File: src/rtl/bcd_countdown_60_pkg.sv
`default_nettype none
// ============================================================================
// Module      : bcd_pkg
// Description : Shared types and helpers for the two-digit BCD countdown
//               timer (digit type, FSM state type, load validity check).
// Revision    : 1.0 - initial release
// ============================================================================
package bcd_pkg;

    typedef logic [3:0] bcd_digit_t;

    typedef enum logic [1:0] {
        IDLE    = 2'd0,
        RUN     = 2'd1,
        EXPIRED = 2'd2
    } cd_state_t;

    localparam bcd_digit_t c_TENS_MAX_DEF  = 4'd5;
    localparam bcd_digit_t c_UNITS_MAX_DEF = 4'd9;

    // True when both digits of a {tens, units} preset are within their limits.
    function automatic logic is_valid_bcd60(
        input logic [7:0] v,
        input bcd_digit_t tens_max  = c_TENS_MAX_DEF,
        input bcd_digit_t units_max = c_UNITS_MAX_DEF
    );
        return (v[7:4] <= tens_max) && (v[3:0] <= units_max);
    endfunction

endpackage
`default_nettype wire

File: src/rtl/bcd_countdown_60_if.sv
`default_nettype none
// ============================================================================
// Module      : bcd_countdown_60_if
// Description : Control/status bundle of the BCD countdown timer. The
//               master side drives the controls, the slave is the counter.
// Revision    : 1.0 - initial release
// ============================================================================
interface bcd_countdown_60_if;

    logic       tick;
    logic       load;
    logic [7:0] load_val;
    logic       start;
    logic       stop;
    logic [7:0] Q;
    logic       running;
    logic       zero;
    logic       done;
    logic       load_err;

    modport master (
        output tick, load, load_val, start, stop,
        input  Q, running, zero, done, load_err
    );

    modport slave (
        input  tick, load, load_val, start, stop,
        output Q, running, zero, done, load_err
    );

endinterface
`default_nettype wire

File: src/rtl/bcd_countdown_60_digit_down.sv
`default_nettype none
// ============================================================================
// Module      : bcd_digit_down
// Description : One loadable BCD down-counting digit. Wraps 0 -> max on a
//               decrement and reports a same-cycle borrow to the next digit.
// Revision    : 1.0 - initial release
// ============================================================================
module bcd_digit_down
    import bcd_pkg::*;
(
    input  wire        clk,
    input  wire        rst,
    input  wire        en,
    input  wire        load,
    input  bcd_digit_t d,
    input  bcd_digit_t max,
    output bcd_digit_t q,
    output logic       borrow_out
);

    bcd_digit_t r_q;

    // Digit register: reset, then load, then decrement with wrap to max.
    always_ff @(posedge clk) begin
        if (rst) begin
            r_q <= 4'd0;
        end else if (load) begin
            r_q <= d;
        end else if (en) begin
            r_q <= (r_q == 4'd0) ? max : (r_q - 4'd1);
        end
    end

    assign q          = r_q;
    assign borrow_out = en && (r_q == 4'd0);

endmodule
`default_nettype wire

File: src/rtl/bcd_countdown_60.sv
`default_nettype none
// ============================================================================
// Module      : bcd_countdown_60
// Description : Loadable two-digit BCD down-counter (59..00) with
//               start/stop control, a done pulse on reaching 00 and a
//               rejected-load pulse. Both digits share clk; the tens digit
//               is enabled by the units borrow in the same cycle.
//               Optional feature macro: BCD_COUNTDOWN_AUTORELOAD_EN
//               (reload the last accepted preset on the tick after 00).
// Revision    : 1.0 - initial release
// ============================================================================
module bcd_countdown_60
    import bcd_pkg::*;
#(
    parameter bcd_digit_t TENS_MAX  = 4'd5,
    parameter bcd_digit_t UNITS_MAX = 4'd9
)(
    input  wire               clk,
    input  wire               rst,
    bcd_countdown_60_if.slave bus
);

    cd_state_t  r_state;
    cd_state_t  w_state_nxt;
    logic       r_done;
    logic       r_load_err;
    logic       w_done_nxt;
    logic       w_load_ok;
    logic       w_load_bad;
    logic       w_dig_load;
    logic       w_dec;
    bcd_digit_t w_d_tens;
    bcd_digit_t w_d_units;
    bcd_digit_t w_q_tens;
    bcd_digit_t w_q_units;
    logic       w_units_borrow;
    logic       w_tens_borrow;
    logic       w_unused;
    logic [7:0] w_q;
    logic       w_zero;

    assign w_load_ok  = bus.load &&  is_valid_bcd60(bus.load_val, TENS_MAX, UNITS_MAX);
    assign w_load_bad = bus.load && !is_valid_bcd60(bus.load_val, TENS_MAX, UNITS_MAX);
    assign w_q        = {w_q_tens, w_q_units};
    assign w_zero     = (w_q == 8'h00);

    // The tens digit can never borrow while counting is gated at 00.
    assign w_unused   = w_tens_borrow;

`ifdef BCD_COUNTDOWN_AUTORELOAD_EN
    logic [7:0] r_reload;

    // Reload register remembers the last accepted preset.
    always_ff @(posedge clk) begin
        if (rst) begin
            r_reload <= 8'h00;
        end else if (w_load_ok) begin
            r_reload <= bus.load_val;
        end
    end
`endif

    // State, done and load-error registers.
    always_ff @(posedge clk) begin
        if (rst) begin
            r_state    <= IDLE;
            r_done     <= 1'b0;
            r_load_err <= 1'b0;
        end else begin
            r_state    <= w_state_nxt;
            r_done     <= w_done_nxt;
            r_load_err <= w_load_bad;
        end
    end

    // Next state and datapath controls, priority load > stop > start > tick.
    always_comb begin
        w_state_nxt = r_state;
        w_dig_load  = 1'b0;
        w_d_tens    = bus.load_val[7:4];
        w_d_units   = bus.load_val[3:0];
        w_dec       = 1'b0;
        w_done_nxt  = 1'b0;
        if (w_load_ok) begin
            w_dig_load  = 1'b1;
            w_state_nxt = IDLE;
        end else if (bus.stop) begin
            if (r_state == RUN) begin
                w_state_nxt = IDLE;
            end
        end else if (bus.start) begin
            if ((r_state == IDLE) && !w_zero) begin
                w_state_nxt = RUN;
            end
        end else if (bus.tick && (r_state == RUN)) begin
            if (w_zero) begin
`ifdef BCD_COUNTDOWN_AUTORELOAD_EN
                if (r_reload == 8'h00) begin
                    w_state_nxt = EXPIRED;
                end else begin
                    w_dig_load = 1'b1;
                    w_d_tens   = r_reload[7:4];
                    w_d_units  = r_reload[3:0];
                end
`else
                w_state_nxt = EXPIRED;
`endif
            end else begin
                w_dec = 1'b1;
                if (w_q == 8'h01) begin
                    w_done_nxt = 1'b1;
`ifdef BCD_COUNTDOWN_AUTORELOAD_EN
                    if (r_reload == 8'h00) begin
                        w_state_nxt = EXPIRED;
                    end
`else
                    w_state_nxt = EXPIRED;
`endif
                end
            end
        end
    end

    bcd_digit_down u_units (
        .clk        (clk),
        .rst        (rst),
        .en         (w_dec),
        .load       (w_dig_load),
        .d          (w_d_units),
        .max        (UNITS_MAX),
        .q          (w_q_units),
        .borrow_out (w_units_borrow)
    );

    bcd_digit_down u_tens (
        .clk        (clk),
        .rst        (rst),
        .en         (w_units_borrow),
        .load       (w_dig_load),
        .d          (w_d_tens),
        .max        (TENS_MAX),
        .q          (w_q_tens),
        .borrow_out (w_tens_borrow)
    );

    assign bus.Q        = w_q;
    assign bus.running  = (r_state == RUN);
    assign bus.zero     = w_zero;
    assign bus.done     = r_done;
    assign bus.load_err = r_load_err;

endmodule
`default_nettype wire
File: src/flat_wrapper.sv
// flat-port wrapper written by rule: the top's interface ports become plain ports
module bcd_countdown_60_flat import bcd_pkg::*;
#(
    parameter bcd_digit_t TENS_MAX  = 4'd5,
    parameter bcd_digit_t UNITS_MAX = 4'd9
)
  (clk, rst, bus_tick, bus_load, bus_load_val, bus_start, bus_stop, bus_Q, bus_running, bus_zero, bus_done, bus_load_err);
  bcd_countdown_60_if bus_i ();
  input  wire clk;
  input  wire rst;
  input wire logic [$bits(bus_i.tick)-1:0] bus_tick;
  input wire logic [$bits(bus_i.load)-1:0] bus_load;
  input wire logic [$bits(bus_i.load_val)-1:0] bus_load_val;
  input wire logic [$bits(bus_i.start)-1:0] bus_start;
  input wire logic [$bits(bus_i.stop)-1:0] bus_stop;
  output wire logic [$bits(bus_i.Q)-1:0] bus_Q;
  output wire logic [$bits(bus_i.running)-1:0] bus_running;
  output wire logic [$bits(bus_i.zero)-1:0] bus_zero;
  output wire logic [$bits(bus_i.done)-1:0] bus_done;
  output wire logic [$bits(bus_i.load_err)-1:0] bus_load_err;
  assign bus_i.tick = bus_tick;
  assign bus_i.load = bus_load;
  assign bus_i.load_val = bus_load_val;
  assign bus_i.start = bus_start;
  assign bus_i.stop = bus_stop;
  assign bus_Q = bus_i.Q;
  assign bus_running = bus_i.running;
  assign bus_zero = bus_i.zero;
  assign bus_done = bus_i.done;
  assign bus_load_err = bus_i.load_err;
  bcd_countdown_60 #(.TENS_MAX(TENS_MAX), .UNITS_MAX(UNITS_MAX)) u_core (.clk(clk), .rst(rst), .bus(bus_i));
endmodule
File: config.mk
export PLATFORM = sky130hd
export DESIGN_NAME = bcd_countdown_60_flat
export DESIGN_NICKNAME = d
export VERILOG_FILES = /design/src/rtl/bcd_countdown_60_pkg.sv /design/src/rtl/bcd_countdown_60_if.sv /design/src/rtl/bcd_countdown_60_digit_down.sv /design/src/rtl/bcd_countdown_60.sv /design/src/flat_wrapper.sv
export SDC_FILE = /design/constraint.sdc
export NUM_CORES = 1
export LEC_CHECK = 0
export CAP_MARGIN = 30
export CORE_ASPECT_RATIO = 1.1
export CORE_UTILIZATION = 37
export CTS_CLUSTER_SIZE = 12
export DETAILED_ROUTE_END_ITERATION = 12
export PLACE_DENSITY_LB_ADDON = 0.25
export SLEW_MARGIN = 0
export SYNTH_ARGS = -nofsm -noshare
export SYNTH_HDL_FRONTEND = slang
export SYNTH_SLANG_ARGS = --single-unit
File: constraint.sdc
create_clock -name clk -period 1.25 [get_ports clk]
set_input_delay 0.25 -clock clk [delete_from_list [all_inputs] [get_ports clk]]
set_output_delay 0.25 -clock clk [all_outputs]
set_load 0.05 [all_outputs]
==> impl_metrics.json, run 1 <==
{
  "syn_area_per_cell_um2": 8.758,
  "cp.arrival_ns": 1.37,
  "power_density_nw_per_um2": 826.6,
  "overflow": 0,
  "setup_ws_ns": -0.3728,
  "gp_congestion": 0.8125,
  "cp_slowest_cell": "dfxtp_4",
  "start_util_pct": 40.77,
  "area_delta_synth_final_pct": 124.6,
  "final_cells": 148,
  "clk_pin_slew_ns": 0.08,
  "min_period_ns": 1.623,
  "cts_root_buf": "clkbuf_4",
  "vdd_drop_max_mv": 0.6513,
  "tightest_slew_ns": 0.2895,
  "yosysWarnings": 0,
  "fin_hold_ws_ns": 0.4768,
  "grt_max_degree": 14,
  "routedWlPerCell_um": 19.22,
  "cts_tree": "yes",
  "status": "finished, violations left",
  "cts_buffers": 3,
  "hp-class": "in -> reg",
  "nets": 146,
  "cts.htree.levels": 1,
  "drtIter0Drc": 17,
  "grt_pass1_vias": 793,
  "antennaDiodeCount": 0,
  "slew_headroom_pct": 80.56,
  "synth-seq-cells": 12,
  "drc": 0,
  "grtUsageTotal_pct": 25.94,
  "post_drt_via_cell_ratio": 5.872,
  "place.detailed.hpwl_um": 1589,
  "dr_total_vias": 869,
  "end_kind": "primary output",
  "synth_area_um2": 665.6,
  "violations": "setup timing",
  "grt_pass1_wl_um": 3670,
  "power_mw": 1.236,
  "syn_inst": 76,
  "critPathLaunchType": "register",
  "hold_viol_final": 0,
  "fp.dieW_um": 42.44,
  "cts_buffer_depth": 2,
  "dp_slack_ns": -0.5572,
  "ys_seq_area_share_pct": 36.09,
  "dp.cells": 131,
  "clock_latency_ns": 0.27,
  "finalMaxSlewViolations": 0,
  "critical_path_class": "reg -> out",
  "p_leak_nw": 0.5782,
  "syn-num-nets": 90,
  "numPortBuffers": 25,
  "coreArea_um2": 1633,
  "rsz0062_at_grt": "yes",
  "fillers": 60,
  "setup_viol": 13,
  "drv_cap": 0,
  "fin_crit_sh_pct": 129.8,
  "wl_um": 2844,
  "dr.pass1.iters": 4,
  "die_y_um": 46.49,
  "ant_nets": 0,
  "fmax_mhz": 616.2,
  "crit_chain": "nor4_4, nand2_2, nor2_4, buf_12",
  "antenna_found_initial": 0,
  "rows": 15,
  "drive_above_1_share_pct": 61.83,
  "die_area_um2": 1973,
  "cp_max_fo": 3,
  "slowest_delay_ns": 0.36,
  "pin_count": 26,
  "synth.distinct_cells": 32,
  "skew_ns": 0.003819,
  "clkSinkCount": 12,
  "cp.required_ns": 1.00
}
[critical path, delay by kind of cell, from the launching register on]
| kind | cells | cell delay, ns |
|---|---|---|
| buffers and inverters | 1 | 0.14 |
| DFF | 1 | 0.36 |
| and+or+nand+nor | 3 | 0.60 |
[state kept, by name, indices dropped and copies added (netlist names)]
register / count
u_core.r_state: 2
u_core.bus.done: 1
u_core.u_units.q: 4
u_core.bus.load_err: 1
u_core.u_tens.q: 4
[routing by layer]
layer	up-vias	GRT usage, %	routed length (um)
li1	401	-	-
met1	427	28.07	1197
met2	35	49.85	1495
met3	6	4.706	96
met4	0	11.25	55
met5	-	0	0
[Yosys cell counts]
cell type / number / area share, %
nand2b_1: 1 / 0.94
mux2i_1: 2 / 3.0
dfxtp_1: 12 / 36
o31ai_1: 1 / 1.1
inv_1: 1 / 0.56
and3_1: 2 / 1.9
nand2_1: 2 / 1.1
buf_6: 2 / 3.4
and2_1: 1 / 0.94
nor4_1: 2 / 1.9
or3_1: 1 / 0.94
buf_4: 1 / 1.1
nand3_2: 1 / 1.5
nor3_4: 1 / 2.4
nor2b_1: 2 / 1.9
and4bb_4: 1 / 2.4
or3b_2: 1 / 1.3
a21boi_0: 1 / 1.1
and4_1: 1 / 1.3
nand4b_1: 1 / 1.3
nor3_2: 1 / 1.5
a211oi_1: 4 / 4.5
xor2_1: 1 / 1.3
o21ai_0: 5 / 3.8
nor2_1: 15 / 8.5
nand3_1: 1 / 0.75
a311oi_1: 3 / 3.9
a21oi_1: 4 / 3.0
nand4bb_1: 1 / 1.7
o221ai_1: 1 / 1.3
nor3_1: 1 / 0.75
o2111ai_1: 2 / 2.6
[layout make-up]
| class | instances | area (um^2) | area share, % |
|---|---|---|---|
| Multi-Input combinational cell | 60 | 545.5 | 36.49 |
| Inverter | 1 | 3.754 | 0.2510 |
| Clock buffer | 4 | 36.28 | 2.427 |
| Timing Repair Buffer | 54 | 618.1 | 41.34 |
| Tap cell | 17 | 21.27 | 1.423 |
| Sequential cell | 12 | 270.3 | 18.08 |
[kinds of logic after synthesis]
group | synth area share (%)
AOI/OAI and AO/OA | 21.43
and+or+nand+nor | 33.08
muxes | 3.008
buffers and inverters | 5.075
xor gates and xnor gates | 1.316
DFF | 36.09
[where the power goes]
part	switching, mW	internal (mW)
Sequential	0.0230	0.393
Combinational	0.248	0.260
Clock	0.135	0.177
[cells in the final DEF (no fill, tap or decap), types with 2 or more instances in the layout]
cell / count
nor2_1: 12
dlygate4sd2_1: 3
o21ai_2: 2
mux2i_1: 2
dfxtp_4: 7
o21ai_0: 2
buf_12: 12
and3_4: 2
buf_6: 9
nor2_2: 2
nor4_4: 2
dfxtp_2: 3
a21oi_1: 2
nor3_4: 2
buf_4: 20
dfxtp_1: 2
clkbuf_4: 3
a211oi_1: 3
a311oi_1: 2
clkdlybuf4s50_1: 10
[what timing repair did]
item                                    in CTS  in global routing
endpoints found under the setup margin      13                 13
setup buffers                                2                 12
hold buffers                                 0                  0
pin swaps                                   10                  6
hold endpoints to repair                     0                  0
resized for setup                           26                 17
[worst paths after layout]
check	endpoint	slack, ns	from	cells past startpoint
min	u_core.r_state[0]	0.48	bus_stop	4
min reg2reg	u_core.r_state[0]	0.53	u_core.r_state[0]	2
max	bus_zero	-0.37	u_core.u_tens.q[0]	4
max reg2reg	u_core.u_tens.q[2]	-0.30	u_core.u_units.q[2]	5
[per-stage QoR]
stage | area, um^2 | utilization (%) | setup TNS (ns)
detailed placement | 1197 | 73.33 | -4.820
floorplan | 715.7 | - | -0.3651
global placement | 1197 | 73.33 | -4.306
CTS | 1349 | 82.61 | -0.9006
finish | 1495 | 91.57 | -1.883
global route | 1495 | 91.57 | -2.508
Note: power is estimated with default switching activity, not from simulation.
==> run 2: changes to the inputs <==
Settings changed: CORE_ASPECT_RATIO 1.1 to unset.
==> run 2 against run 1 <==
  * The flow still finishes with violations (setup timing)
  * Largest cell class unchanged
  * Global-route usage grew 2.5 points
  * Clock skew shrank 0.0011 ns
  * First-iteration DRC count grew to 2.9 times the previous value
  * Largest power group unchanged
  * Sequential power grew 1%
  * Fmax is essentially flat
  * Critical path depth is the same
  * Hold slack lost 0.041 ns
  * Cell count grew 7.4%
  * Clock-buffer cell count shrank 1
  * Clock power shrank 7.4%
  * Total power grew 1.4%
  * Flip-flop and latch count is the same
==> impl_metrics.json, run 2 (synthesis results as in run 1) <==
{
  "antenna_found_initial": 0,
  "setup-tns-final_ns": -2.380,
  "cp_max_fo": 2,
  "fp.dieW_um": 44.42,
  "overflow": 0,
  "drv_cap": 0,
  "antennaDiodeCount": 0,
  "grt_pass1_vias": 825,
  "coreArea_um2": 1594,
  "cts_tree": "yes",
  "violations": "setup timing",
  "final_area_um2": 1529,
  "nets": 150,
  "clock_latency_ns": 0.30,
  "cts_buffer_depth": 2,
  "hp-class": "in -> reg",
  "critPathLaunchType": "register",
  "drive_above_1_share_pct": 63.70,
  "grt_max_degree": 8,
  "final_util_pct": 95.92,
  "grt_pass1_wl_um": 3843,
  "fin_hold_ws_ns": 0.4357,
  "fin_crit_sh_pct": 129.9,
  "rows": 14,
  "final_common_cell": "buf_4",
  "cts.htree.levels": 1,
  "die_y_um": 44.42,
  "p_clk_share_pct": 23.0,
  "wl_um": 3614,
  "final_cells": 159,
  "end_kind": "primary output",
  "fmax_mhz": 616.1,
  "start_util_pct": 41.76,
  "min_period_ns": 1.623,
  "rsz0062_at_grt": "yes",
  "slew_headroom_pct": 82.79,
  "hold_viol_final": 0,
  "setup_ws_ns": -0.3732,
  "critical_path_class": "reg -> out",
  "pin_count": 26,
  "status": "finished, violations left",
  "p_leak_nw": 0.5921,
  "crit_chain": "nor4_4, nand2_2, nor2_4, buf_12",
  "skew_ns": 0.002754,
  "die_area_um2": 1973,
  "cp.arrival_ns": 1.37,
  "setup_viol": 14,
  "power_mw": 1.253,
  "placed_cell_area_um2": 1244,
  "cp_slowest_cell": "dfxtp_4",
  "area_delta_synth_final_pct": 129.7,
  "switching_share_pct": 37.18,
  "power.share.combinational_pct": 43.4,
  "drc": 0,
  "tightest_slew_ns": 0.2563,
  "layout_common_cells": "buf_4, buf_12, nor2_1",
  "slowest_delay_ns": 0.37,
  "pwr-share-seq_pct": 33.6,
  "clkSinkCount": 12,
  "drtIter0Drc": 50,
  "routedWlPerCell_um": 22.73,
  "cellInternalPower_mw": 0.7870,
  "cts_root_buf": "clkbuf_4",
  "dr_total_vias": 988,
  "dp_slack_ns": -0.5610,
  "vdd_drop_max_mv": 0.6659,
  "ant_nets": 0,
  "gp_congestion": 0.7788,
  "finalMaxSlewViolations": 0,
  "grtUsageTotal_pct": 28.45,
  "post_drt_via_cell_ratio": 6.214,
  "dp.cells": 143,
  "cts_buffers": 3,
  "numPortBuffers": 25,
  "place.detailed.hpwl_um": 1575,
  "clk_pin_slew_ns": 0.09,
  "power_density_nw_per_um2": 819.4,
  "cp.required_ns": 1.00,
  "switchingPower_mw": 0.4659,
  "dr.pass1.iters": 4,
  "fillers": 33
}
[run 2: changes by cell type in the layout (fill, tap and decap cells not counted), moves of 2 or more]
cell     change
dfxtp_2      -2
dfxtp_4      +2
buf_4        +6
buf_6        -2
a21oi_2      +2
[run 2: worst paths after layout]
kind | start | end | slack (ns) | cells after the start
min reg2reg | u_core.u_tens.q[1] | u_core.u_tens.q[1] | 0.59 | 2
max reg2reg | u_core.u_tens.q[2] | u_core.r_state[0] | -0.36 | 7
max | u_core.u_tens.q[2] | bus_zero | -0.37 | 4
min | bus_start | u_core.r_state[0] | 0.44 | 3
[run 2: timing repair]
action	4_1_cts	5_1_grt
cloned	0	0
pin swaps	10	12
hold buffers	0	0
endpoints found under the setup margin	12	16
buffers inserted	5	8
resized for setup	22	23
[run 2: power by group through the flow]
stage	Clock [mW]	Sequential, mW	Combinational (mW)
4_1_cts	0.269	0.418	0.442
3_5_place_dp	0	0.427	0.416
6_report	0.288	0.421	0.544
5_1_grt	0.311	0.423	0.563
3_3_place_gp	0	0.425	0.412
2_1_floorplan	0	0.481	0.136
[run 2: final cells by class]
type / instances / area (um^2) / share of cell area (%)
Clock buffer: 3 / 22.52 / 1.473
Clock inverter: 1 / 3.754 / 0.2455
Inverter: 1 / 3.754 / 0.2455
Multi-Input combinational cell: 60 / 553.0 / 36.17
Sequential cell: 12 / 275.3 / 18.00
Tap cell: 24 / 30.03 / 1.964
Timing Repair Buffer: 58 / 640.6 / 41.90
[run 2: critical path, delay by kind of cell (launching register included)]
kind / cells / cell delay [ns]
and+or+nand+nor: 3 / 0.56
buffers and inverters: 1 / 0.14
DFF: 1 / 0.37
[run 2: metal layers]
layer,routed length [um],vias to the layer above,GRT usage (%)
li1,-,409,-
met1,1288,476,33.84
met3,359,25,8.163
met5,0,-,0
met2,1716,78,46.18
met4,249,0,15.15
==> run 3: changes to the inputs <==
Settings changed: CELL_PAD_IN_SITES_DETAIL_PLACEMENT set to 0, CELL_PAD_IN_SITES_GLOBAL_PLACEMENT set to 1, CORE_ASPECT_RATIO set to 1.4, CORE_UTILIZATION 37 to 27.
==> run 3 against run 2 <==
  * The flow still finishes with violations (setup timing)
  * Cell count down 2.5%
  * Clock-buffer cell count up 1
  * Global-route usage down 12 points
  * First-iteration DRC count down 66%
  * Hold slack better by 0.041 ns
  * Fmax up 2.3%
  * Setup slack better by 0.036 ns
  * Flip-flop and latch count unchanged
  * Critical path depth unchanged
  * Via count down 18%
==> impl_metrics.json, run 3 (synthesis results as in run 1) <==
{
  "fin_crit_sh_pct": 126.9,
  "fmax_mhz": 630.2,
  "clkSinkCount": 12,
  "cts_buffers": 3,
  "cts_tree": "yes",
  "dr_total_vias": 812,
  "pin_count": 26,
  "place.detailed.hpwl_um": 1547,
  "critical_path_class": "reg -> out",
  "routedWlPerCell_um": 13.72,
  "die_area_um2": 2671,
  "violations": "setup timing",
  "numPortBuffers": 25,
  "cellInternalPower_mw": 0.7710,
  "skew_ns": 0.008436,
  "grt_pass1_vias": 812,
  "cp_max_fo": 3,
  "cp.required_ns": 1.00,
  "rsz0062_at_grt": "yes",
  "r2r_start": "u_core.u_units.q[3]",
  "switchingPower_mw": 0.3719,
  "final_cells": 155,
  "setup_viol": 11,
  "final_common_cell": "buf_4",
  "status": "finished, violations left",
  "wl_um": 2126,
  "cts_buffer_depth": 2,
  "start_util_pct": 29.56,
  "p_clk_share_pct": 21.5,
  "area_delta_synth_final_pct": 125.2,
  "cts.htree.levels": 1,
  "cp.arrival_ns": 1.34,
  "gp_congestion": 0.7563,
  "min_from": "bus_stop",
  "die_y_um": 60.75,
  "end_kind": "primary output",
  "antennaDiodeCount": 0,
  "hold_viol_final": 0,
  "ant_nets": 0,
  "cts_root_buf": "clkbuf_4",
  "drc": 0,
  "dp.cells": 141,
  "power.share.combinational_pct": 42.4,
  "ff2ff_setup_slack_ns": -0.17,
  "drv_cap": 0,
  "drive_above_1_share_pct": 63.16,
  "grt_pass1_wl_um": 3318,
  "multi_input_area_um2": 545.5,
  "grt_max_degree": 9,
  "slew_headroom_pct": 79.98,
  "layout.area.seq_um2": 270.3,
  "power_density_nw_per_um2": 762.4,
  "post_drt_via_cell_ratio": 5.239,
  "overflow": 0,
  "critPathLaunch": "u_core.u_tens.q[0]",
  "grtUsageTotal_pct": 16.83,
  "p_leak_nw": 0.5821,
  "tightest_slew_ns": 0.2981,
  "finalMaxSlewViolations": 0,
  "antenna_found_initial": 0,
  "clock_latency_ns": 0.27,
  "pwr-share-seq_pct": 36.2,
  "dp_slack_ns": -0.5651,
  "setup_ws_ns": -0.3367,
  "switching_share_pct": 32.54,
  "fp.dieW_um": 43.97,
  "layout_common_cells": "buf_4, nor2_1, buf_12",
  "drtIter0Drc": 17,
  "nets": 148,
  "fillers": 178,
  "coreArea_um2": 2252,
  "rows": 20,
  "hp-class": "in -> reg",
  "dr.pass1.iters": 6,
  "min_period_ns": 1.587,
  "clk_pin_slew_ns": 0.08,
  "vdd_drop_max_mv": 0.5822,
  "critPathLaunchType": "register"
}
-- run 3: area by class of cell --
class / instances / share of cell area [%]
timing repair buffer: 56 / 41.74
tap: 22 / 1.836
sequential: 12 / 18.03
inverter: 1 / 0.2504
multi-input combinational: 60 / 36.39
clock buffer: 4 / 1.753
-- run 3: path summary, 6_finish.rpt --
kind / endpoint / depth (start not counted)
min: u_core.r_state[0] / 4
max reg2reg: u_core.u_tens.q[0] / 5
max: bus_zero / 4
min reg2reg: u_core.u_tens.q[3] / 1
-- run 3: metal layers --
layer  global-route usage [%]  wire, um
met5                        0         0
met4                    5.195        19
met2                    33.90      1230
met1                    17.34       805
met3                    2.679        70
-- run 3: critical path: stages (launching register included) --
cell	delay [ns]
dfxtp_4	0.36
nor4_4	0.33
nand2_2	0.13
nor2_4	0.11
buf_12	0.14
-- run 3: power groups by stage --
stage / clock network (mW) / logic [mW] / registers (mW)
floorplan: 0 / 0.136 / 0.481
global placement: 0 / 0.414 / 0.425
detailed placement: 0 / 0.417 / 0.426
CTS: 0.257 / 0.459 / 0.418
global route: 0.271 / 0.511 / 0.416
finish: 0.245 / 0.484 / 0.413
-- run 3: per-stage QoR --
stage	hold slack [ns]	total power, mW	util [%]	TNS [ns]	cell area (um^2)
2_1_floorplan	0.3792	0.6176	-	-0.3651	715.7
3_3_place_gp	0.5185	0.8395	55.11	-4.596	1241
3_5_place_dp	0.5211	0.8431	55.11	-5.002	1241
4_1_cts	0.4713	1.134	63.00	-1.366	1419
5_1_grt	0.4958	1.197	66.56	-1.914	1499
6_report	0.4764	1.143	66.56	-1.122	1499
-- run 3: what timing repair did --
action	CTS	global route
endpoints found under the setup margin	12	16
setup buffers	9	3
resized for setup	27	16
hold buffers	0	0
pin swaps	15	10
